### src/rtl/crt_dot_raster_if.sv
// Video bundle for crt_dot_raster.
// It carries timing-generator inputs, the store read port and the aligned pixel outputs.
// master: timing generator + store side.  slave: the renderer.
interface crt_dot_raster_if #(
    parameter int unsigned COLS  = 32,
    parameter int unsigned ROWS  = 32,
    parameter int unsigned POS_W = 11
);
    logic                    de_in;
    logic                    hs_in;
    logic                    vs_in;
    logic [POS_W-1:0]        hpos;
    logic [POS_W-1:0]        vpos;
    logic [$clog2(ROWS)-1:0] mem_addr;
    logic [COLS-1:0]         mem_data;
    logic                    pixel;
    logic                    de_out;
    logic                    hs_out;
    logic                    vs_out;

    modport master (
        output de_in, hs_in, vs_in, hpos, vpos, mem_data,
        input  mem_addr, pixel, de_out, hs_out, vs_out
    );

    modport slave (
        input  de_in, hs_in, vs_in, hpos, vpos, mem_data,
        output mem_addr, pixel, de_out, hs_out, vs_out
    );
endinterface

### src/rtl/crt_dot_raster.sv
// CRT store raster renderer: draws each store bit as a procedural dot/dash or block glyph.
// Three-stage pipeline (position decode, store bit + glyph, pixel register) with sync/de
// delayed to match.
// Optional feature macro: CRT_RASTER_BLINK_EN blinks the line selected by i_hl_row.
module crt_dot_raster #(
    parameter int unsigned COLS         = 32,
    parameter int unsigned ROWS         = 32,
    parameter int unsigned CELL_W       = 16,
    parameter int unsigned CELL_H       = 16,
    parameter int unsigned X0           = 64,
    parameter int unsigned Y0           = 32,
    parameter int unsigned POS_W        = 11,
    parameter int unsigned BLINK_FRAMES = 32
) (
    input  logic                    i_clk,
    input  logic                    i_reset,
    input  logic                    i_mode,
    input  logic [$clog2(ROWS)-1:0] i_hl_row,
    crt_dot_raster_if.slave         io_vid
);
    localparam int unsigned AW     = $clog2(ROWS);
    localparam int unsigned CLW    = $clog2(COLS);
    localparam int unsigned CXW    = $clog2(CELL_W);
    localparam int unsigned CYW    = $clog2(CELL_H);
    localparam int unsigned GRID_W = COLS * CELL_W;
    localparam int unsigned GRID_H = ROWS * CELL_H;

    // Stage 0 (combinational) decode
    logic [POS_W-1:0] w_dx;
    logic [POS_W-1:0] w_dy;
    logic [AW-1:0]    w_row;
    logic             w_in_grid;
    logic             w_blank;

    // Stage 1 / stage 2 registers
    logic             r_s1_in, r_s1_mode, r_s1_blank;
    logic [CXW-1:0]   r_s1_cx;
    logic [CYW-1:0]   r_s1_cy;
    logic [CLW-1:0]   r_s1_col;
    logic [AW-1:0]    r_mem_addr;
    logic             r_s2_in, r_s2_mode, r_s2_blank;
    logic [CXW-1:0]   r_s2_cx;
    logic [CYW-1:0]   r_s2_cy;
    logic [CLW-1:0]   r_s2_col;
    logic             r_pixel;
    logic [2:0]       r_de_dly, r_hs_dly, r_vs_dly;

    // Glyph evaluation
    logic             w_bit, w_band, w_dash, w_dot, w_block, w_glyph, w_pixel_d;
    logic [31:0]      w_cx, w_cy;

    // Decode position into region flag and cell coordinates; region test done in 32 bits
    // so positions left of / above the grid are never wrapped into it.
    always_comb begin
        w_dx      = io_vid.hpos - POS_W'(X0);
        w_dy      = io_vid.vpos - POS_W'(Y0);
        w_row     = AW'(w_dy >> CYW);
        w_in_grid = io_vid.de_in
                    && (32'(io_vid.hpos) >= X0) && (32'(io_vid.hpos) < X0 + GRID_W)
                    && (32'(io_vid.vpos) >= Y0) && (32'(io_vid.vpos) < Y0 + GRID_H);
    end

`ifdef CRT_RASTER_BLINK_EN
    localparam int unsigned FW = $clog2(2 * BLINK_FRAMES);

    logic [FW-1:0] r_frame;
    logic          r_vs_prev;

    // Frame counter advanced on each vsync rising edge, wrapping after two half-periods
    always_ff @(posedge i_clk) begin
        if (i_reset) begin
            r_frame   <= '0;
            r_vs_prev <= 1'b0;
        end else begin
            r_vs_prev <= io_vid.vs_in;
            if (io_vid.vs_in && !r_vs_prev) begin
                r_frame <= (r_frame == FW'(2 * BLINK_FRAMES - 1)) ? '0 : r_frame + FW'(1);
            end
        end
    end

    assign w_blank = (w_row == i_hl_row) && (32'(r_frame) >= BLINK_FRAMES);
`else
    logic w_unused_hl_row;

    assign w_blank         = 1'b0;
    assign w_unused_hl_row = ^i_hl_row;
`endif

    // Stage 1: register decoded position and issue the store read for this line
    always_ff @(posedge i_clk) begin
        if (i_reset) begin
            r_s1_in    <= 1'b0;
            r_s1_mode  <= 1'b0;
            r_s1_blank <= 1'b0;
            r_s1_cx    <= '0;
            r_s1_cy    <= '0;
            r_s1_col   <= '0;
            r_mem_addr <= '0;
        end else begin
            r_s1_in    <= w_in_grid;
            r_s1_mode  <= i_mode;
            r_s1_blank <= w_blank;
            r_s1_cx    <= CXW'(w_dx);
            r_s1_cy    <= CYW'(w_dy);
            r_s1_col   <= CLW'(w_dx >> CXW);
            r_mem_addr <= w_row;
        end
    end

    // Stage 2: carry cell state alongside the one-cycle store read
    always_ff @(posedge i_clk) begin
        if (i_reset) begin
            r_s2_in    <= 1'b0;
            r_s2_mode  <= 1'b0;
            r_s2_blank <= 1'b0;
            r_s2_cx    <= '0;
            r_s2_cy    <= '0;
            r_s2_col   <= '0;
        end else begin
            r_s2_in    <= r_s1_in;
            r_s2_mode  <= r_s1_mode;
            r_s2_blank <= r_s1_blank;
            r_s2_cx    <= r_s1_cx;
            r_s2_cy    <= r_s1_cy;
            r_s2_col   <= r_s1_col;
        end
    end

    // Select the store bit (col 0 = LSB) and evaluate the procedural glyph
    always_comb begin
        w_bit   = io_vid.mem_data[r_s2_col];
        w_cx    = 32'(r_s2_cx);
        w_cy    = 32'(r_s2_cy);
        w_band  = (w_cy >= CELL_H / 2 - 2) && (w_cy <= CELL_H / 2 + 1);
        w_dash  = w_band && (w_cx >= 1) && (w_cx <= CELL_W - 2);
        w_dot   = w_band && (w_cx >= CELL_W / 2 - 2) && (w_cx <= CELL_W / 2 + 1);
        w_block = (w_cy >= 2) && (w_cy <= CELL_H - 3) && (w_cx >= 2) && (w_cx <= CELL_W - 3);
        if (r_s2_mode) begin
            w_glyph = w_bit && w_block;
        end else begin
            w_glyph = w_bit ? w_dash : w_dot;
        end
        w_pixel_d = r_s2_in && !r_s2_blank && w_glyph;
    end

    // Stage 3: pixel register plus matching three-deep sync/enable delay
    always_ff @(posedge i_clk) begin
        if (i_reset) begin
            r_pixel  <= 1'b0;
            r_de_dly <= '0;
            r_hs_dly <= '0;
            r_vs_dly <= '0;
        end else begin
            r_pixel  <= w_pixel_d;
            r_de_dly <= {r_de_dly[1:0], io_vid.de_in};
            r_hs_dly <= {r_hs_dly[1:0], io_vid.hs_in};
            r_vs_dly <= {r_vs_dly[1:0], io_vid.vs_in};
        end
    end

    assign io_vid.mem_addr = r_mem_addr;
    assign io_vid.pixel    = r_pixel;
    assign io_vid.de_out   = r_de_dly[2];
    assign io_vid.hs_out   = r_hs_dly[2];
    assign io_vid.vs_out   = r_vs_dly[2];
endmodule

### src/flat_wrapper.sv
// flat-port wrapper written by rule: the top's interface ports become plain ports
module crt_dot_raster_flat 
#(
    parameter int unsigned COLS         = 32,
    parameter int unsigned ROWS         = 32,
    parameter int unsigned CELL_W       = 16,
    parameter int unsigned CELL_H       = 16,
    parameter int unsigned X0           = 64,
    parameter int unsigned Y0           = 32,
    parameter int unsigned POS_W        = 11,
    parameter int unsigned BLINK_FRAMES = 32
)
  (i_clk, i_reset, i_mode, i_hl_row, io_vid_de_in, io_vid_hs_in, io_vid_vs_in, io_vid_hpos, io_vid_vpos, io_vid_mem_data, io_vid_mem_addr, io_vid_pixel, io_vid_de_out, io_vid_hs_out, io_vid_vs_out);
  crt_dot_raster_if #(.COLS(COLS), .ROWS(ROWS), .POS_W(POS_W)) io_vid_i ();
  input  logic i_clk;
  input  logic i_reset;
  input  logic i_mode;
  input  logic [$clog2(ROWS)-1:0] i_hl_row;
  input wire logic [$bits(io_vid_i.de_in)-1:0] io_vid_de_in;
  input wire logic [$bits(io_vid_i.hs_in)-1:0] io_vid_hs_in;
  input wire logic [$bits(io_vid_i.vs_in)-1:0] io_vid_vs_in;
  input wire logic [$bits(io_vid_i.hpos)-1:0] io_vid_hpos;
  input wire logic [$bits(io_vid_i.vpos)-1:0] io_vid_vpos;
  input wire logic [$bits(io_vid_i.mem_data)-1:0] io_vid_mem_data;
  output wire logic [$bits(io_vid_i.mem_addr)-1:0] io_vid_mem_addr;
  output wire logic [$bits(io_vid_i.pixel)-1:0] io_vid_pixel;
  output wire logic [$bits(io_vid_i.de_out)-1:0] io_vid_de_out;
  output wire logic [$bits(io_vid_i.hs_out)-1:0] io_vid_hs_out;
  output wire logic [$bits(io_vid_i.vs_out)-1:0] io_vid_vs_out;
  assign io_vid_i.de_in = io_vid_de_in;
  assign io_vid_i.hs_in = io_vid_hs_in;
  assign io_vid_i.vs_in = io_vid_vs_in;
  assign io_vid_i.hpos = io_vid_hpos;
  assign io_vid_i.vpos = io_vid_vpos;
  assign io_vid_i.mem_data = io_vid_mem_data;
  assign io_vid_mem_addr = io_vid_i.mem_addr;
  assign io_vid_pixel = io_vid_i.pixel;
  assign io_vid_de_out = io_vid_i.de_out;
  assign io_vid_hs_out = io_vid_i.hs_out;
  assign io_vid_vs_out = io_vid_i.vs_out;
  crt_dot_raster #(.COLS(COLS), .ROWS(ROWS), .CELL_W(CELL_W), .CELL_H(CELL_H), .X0(X0), .Y0(Y0), .POS_W(POS_W), .BLINK_FRAMES(BLINK_FRAMES)) u_core (.i_clk(i_clk), .i_reset(i_reset), .i_mode(i_mode), .i_hl_row(i_hl_row), .io_vid(io_vid_i));
endmodule
### config.mk
export PLATFORM = sky130hd
export DESIGN_NAME = crt_dot_raster_flat
export DESIGN_NICKNAME = d
export VERILOG_FILES = /design/src/rtl/crt_dot_raster_if.sv /design/src/rtl/crt_dot_raster.sv /design/src/flat_wrapper.sv
export SDC_FILE = /design/constraint.sdc
export NUM_CORES = 1
export LEC_CHECK = 0
export ABC_CLOCK_PERIOD_IN_PS = 1900
export CAP_MARGIN = 20
export CORE_UTILIZATION = 30
export DETAILED_ROUTE_END_ITERATION = 10
export GPL_TIMING_DRIVEN = 0
export MAX_ROUTING_LAYER = met4
export PLACE_DENSITY = 0.68
export SKIP_CTS_REPAIR_TIMING = 1
export SYNTH_ARGS = -nofsm -noshare
export SYNTH_HDL_FRONTEND = slang
export SYNTH_SLANG_ARGS = --single-unit
export TNS_END_PERCENT = 50
### constraint.sdc
create_clock -name i_clk -period 1.9 [get_ports i_clk]
set_clock_uncertainty 0.2 [all_clocks]
set_input_delay 0.285 -clock i_clk [delete_from_list [all_inputs] [get_ports i_clk]]
set_output_delay 0.285 -clock i_clk [all_outputs]
set_load 0.02 [all_outputs]
==> impl_metrics.env <==
export IMPL_yosysTopAreaCell="dfxtp_1"
export IMPL_total_power_mw=1.81
export IMPL_area_growth_pct=51.6
export IMPL_most_common_layout_cells="clkdlybuf4s50_1 (67), dfxtp_1 (43), nor2b_1 (36)"
export IMPL_setup_violations=0
export IMPL_max_stage_delay_ps=450
export IMPL_cts_made_buffers=5
export IMPL_ctsRootBufferMaster="clkbuf_8"
export IMPL_crit_path_top_delay_cell="clkdlybuf4s50_1"
export IMPL_cp_arrival_ps=1820
export IMPL_ctsHtreeMaxLevel=2
export IMPL_crit_fanout=3
export IMPL_num_io_pins=74
export IMPL_p_leak_nw=0.967
export IMPL_async_reset_ff_frac=0
export IMPL_drt_wl_total_um=3490
export IMPL_vdd_drop_max_mv=0.358
export IMPL_routed_via_density=4.34
export IMPL_cts_path_max_buffers=2
export IMPL_fill_cells=536
export IMPL_drt_first_pass_iters=3
export IMPL_gr_total_overflow=0
export IMPL_rsz0062_at_grt="no"
export IMPL_synth_main_ff_cell="dfxtp_1"
export IMPL_final_common_cell="clkdlybuf4s50_1"
export IMPL_fin_setup_tns_ps=0
export IMPL_synth_cell_area_sq_mm=0.00171
export IMPL_clk_pin_slew_ps=70
export IMPL_hold_viol_final=0
export IMPL_cts_tree="built"
export IMPL_placementRows=27
export IMPL_synth_edf_count=0
export IMPL_crit_buf_inv=2
export IMPL_grt_pass1_wl_um=5730
export IMPL_post_route_min_period_ps=1830
export IMPL_num_vias=1390
export IMPL_min_period_over_period=0.964
export IMPL_layout_drive_gt1_share=0.0484
export IMPL_critPathLaunchType="input pin"
export IMPL_grt_pass1_vias=1264
export IMPL_ys_warn_count=0
export IMPL_grtUsageMet1=0.148
export IMPL_grtUsageMet3=0.0529
export IMPL_holdPathStages=2
export IMPL_ys_seq_elements=43
export IMPL_core_sq_mm=0.00551
export IMPL_grt_met2_usage=0.193
export IMPL_r2r_cells=6
export IMPL_yosysTopAreaCellShare=0.504
export IMPL_grt_usage=0.128
export IMPL_worst_path_stages=7
export IMPL_crit_chain="clkdlybuf4s50_1 > inv_1 > ha_1 > or3b_1 > a211oi_1 > a21oi_1 > and4_1"
export IMPL_ys_seq_area_frac=0.504
export IMPL_clock_sinks=43
export IMPL_synthTopCellsByArea="dfxtp_1 (50%), nor2b_1 (13%), mux2i_1 (10%)"
export IMPL_antenna_found_initial=0
export IMPL_cp_top_family="buffers and inverters"
export IMPL_hp_class="input pin to flop"
export IMPL_place_hpwl_um=2750
export IMPL_grt_max_degree=13
export IMPL_die_y_um=77.5
export IMPL_p_per_area_mw_per_mm2=697
export IMPL_critPathCaptureType="flop"
export IMPL_diodes=0
export IMPL_drcViolationCount=0
export IMPL_fp_dieArea_sq_mm=0.00600
export IMPL_start_util=0.310
export IMPL_gp_congestion=0.707
export IMPL_fmax_ghz=0.546
export IMPL_io_buffers=68
export IMPL_drv_slew=0
export IMPL_syn_nets=241
export IMPL_cp_required_ps=1890
export IMPL_drtIter0Drc=15
export IMPL_cap_violations=0
export IMPL_die_x_um=77.5
export IMPL_wire_per_inst_um=10.9
export IMPL_slew_limit_headroom=0.703
export IMPL_postSynthCellCount=173
export IMPL_crit_type="input pin to flop"
export IMPL_ys_types=31
export IMPL_grt_busiest_layer="met2"
export IMPL_ant_nets=0
export IMPL_synthesis_area_per_instance_sq_um=9.88
export IMPL_outcome="complete, no violations"
export IMPL_tightest_slew_ps=441
export IMPL_clk_latency_ps=280
export IMPL_nNetsFinal=316
[final cells by class]
| type | instances | area [sq um] | share of cell area |
|---|---|---|---|
| clock buffers | 6 | 82.6 | 0.0319 |
| well taps | 72 | 90.1 | 0.0348 |
| plain buffers | 6 | 46.3 | 0.0179 |
| repair buffers | 68 | 683 | 0.264 |
| inverters | 6 | 22.5 | 0.00869 |
| clock inverters | 1 | 5.00 | 0.00193 |
| multi-input cells | 118 | 801 | 0.309 |
| flip-flops and latches | 43 | 861 | 0.332 |
[kinds of logic (layout without fill, tap and decap cells)]
kind of cell | count (synthesis) | after routing | share of synthesized area
and+or+nand+nor | 75 | 75 | 0.250
DFF | 43 | 43 | 0.504
AOI/OAI and AO/OA | 19 | 19 | 0.0717
muxes | 18 | 18 | 0.106
buffers and inverters | 12 | 87 | 0.0315
adders and majority gates | 3 | 3 | 0.0220
xor gates and xnor gates | 3 | 3 | 0.0154
[routing by layer]
metal  wire, um  part of all wire  vias to the layer above
met4         72             0.021                        0
met1       1580              0.45                      600
met2       1540              0.44                       53
met5          0                 0                        -
met3        291             0.083                        7
li1           -                 -                      730
[power breakdown]
group | switching, mW | internal, mW | leakage (nW)
clock network | 0.280 | 0.285 | 0.0470
registers | 0.0153 | 0.943 | 0.355
logic | 0.0974 | 0.185 | 0.565
total | 0.392 | 1.41 | 0.967
[worst paths after layout]
kind,end,startpoint,slack (ps)
setup / recovery,u_core.r_s1_in,io_vid_vpos[5],70
hold / removal,u_core.r_s1_cx[0],i_reset,140
setup reg to reg,u_core.io_vid.pixel,u_core.r_s2_cy[2],150
hold reg to reg,u_core.r_s2_cx[1],u_core.r_s1_cx[1],230
[metrics by stage]
stage / setup WS (ps) / util / cells / instance area, sq um / hold WS (ps)
after detailed placement: -322 / 0.450 / 313 / 2480 / 220
after global routing: 10.7 / 0.471 / 320 / 2590 / 175
after CTS: -54.3 / 0.466 / 320 / 2570 / 237
after floorplan: 160 / - / 173 / 1710 / 157
after global placement: -306 / 0.450 / 313 / 2480 / 218
final: 69.1 / 0.471 / 320 / 2590 / 137
[registers in the layout (all words and copies together) (netlist names)]
register and count:
u_core.io_vid.mem_addr 5, u_core.r_s1_col 5, u_core.r_s2_col 5, u_core.r_s1_cx 4, u_core.r_s2_cx 4, u_core.r_de_dly 3, u_core.r_hs_dly 3, u_core.r_s1_cy 3
u_core.r_s2_cy 3, u_core.r_vs_dly 3, u_core.io_vid.pixel 1, u_core.r_s1_in 1, u_core.r_s1_mode 1, u_core.r_s2_in 1, u_core.r_s2_mode 1
[Yosys cell counts, drive strengths merged, types with 4 or more instances]
cell type / number
dfxtp: 43
nor2b: 36
mux2i: 17
nor2: 11
nand2: 10
a21oi: 8
inv: 6
a22oi: 4
clkbuf: 4
Note: power is estimated with default switching activity, not from simulation.
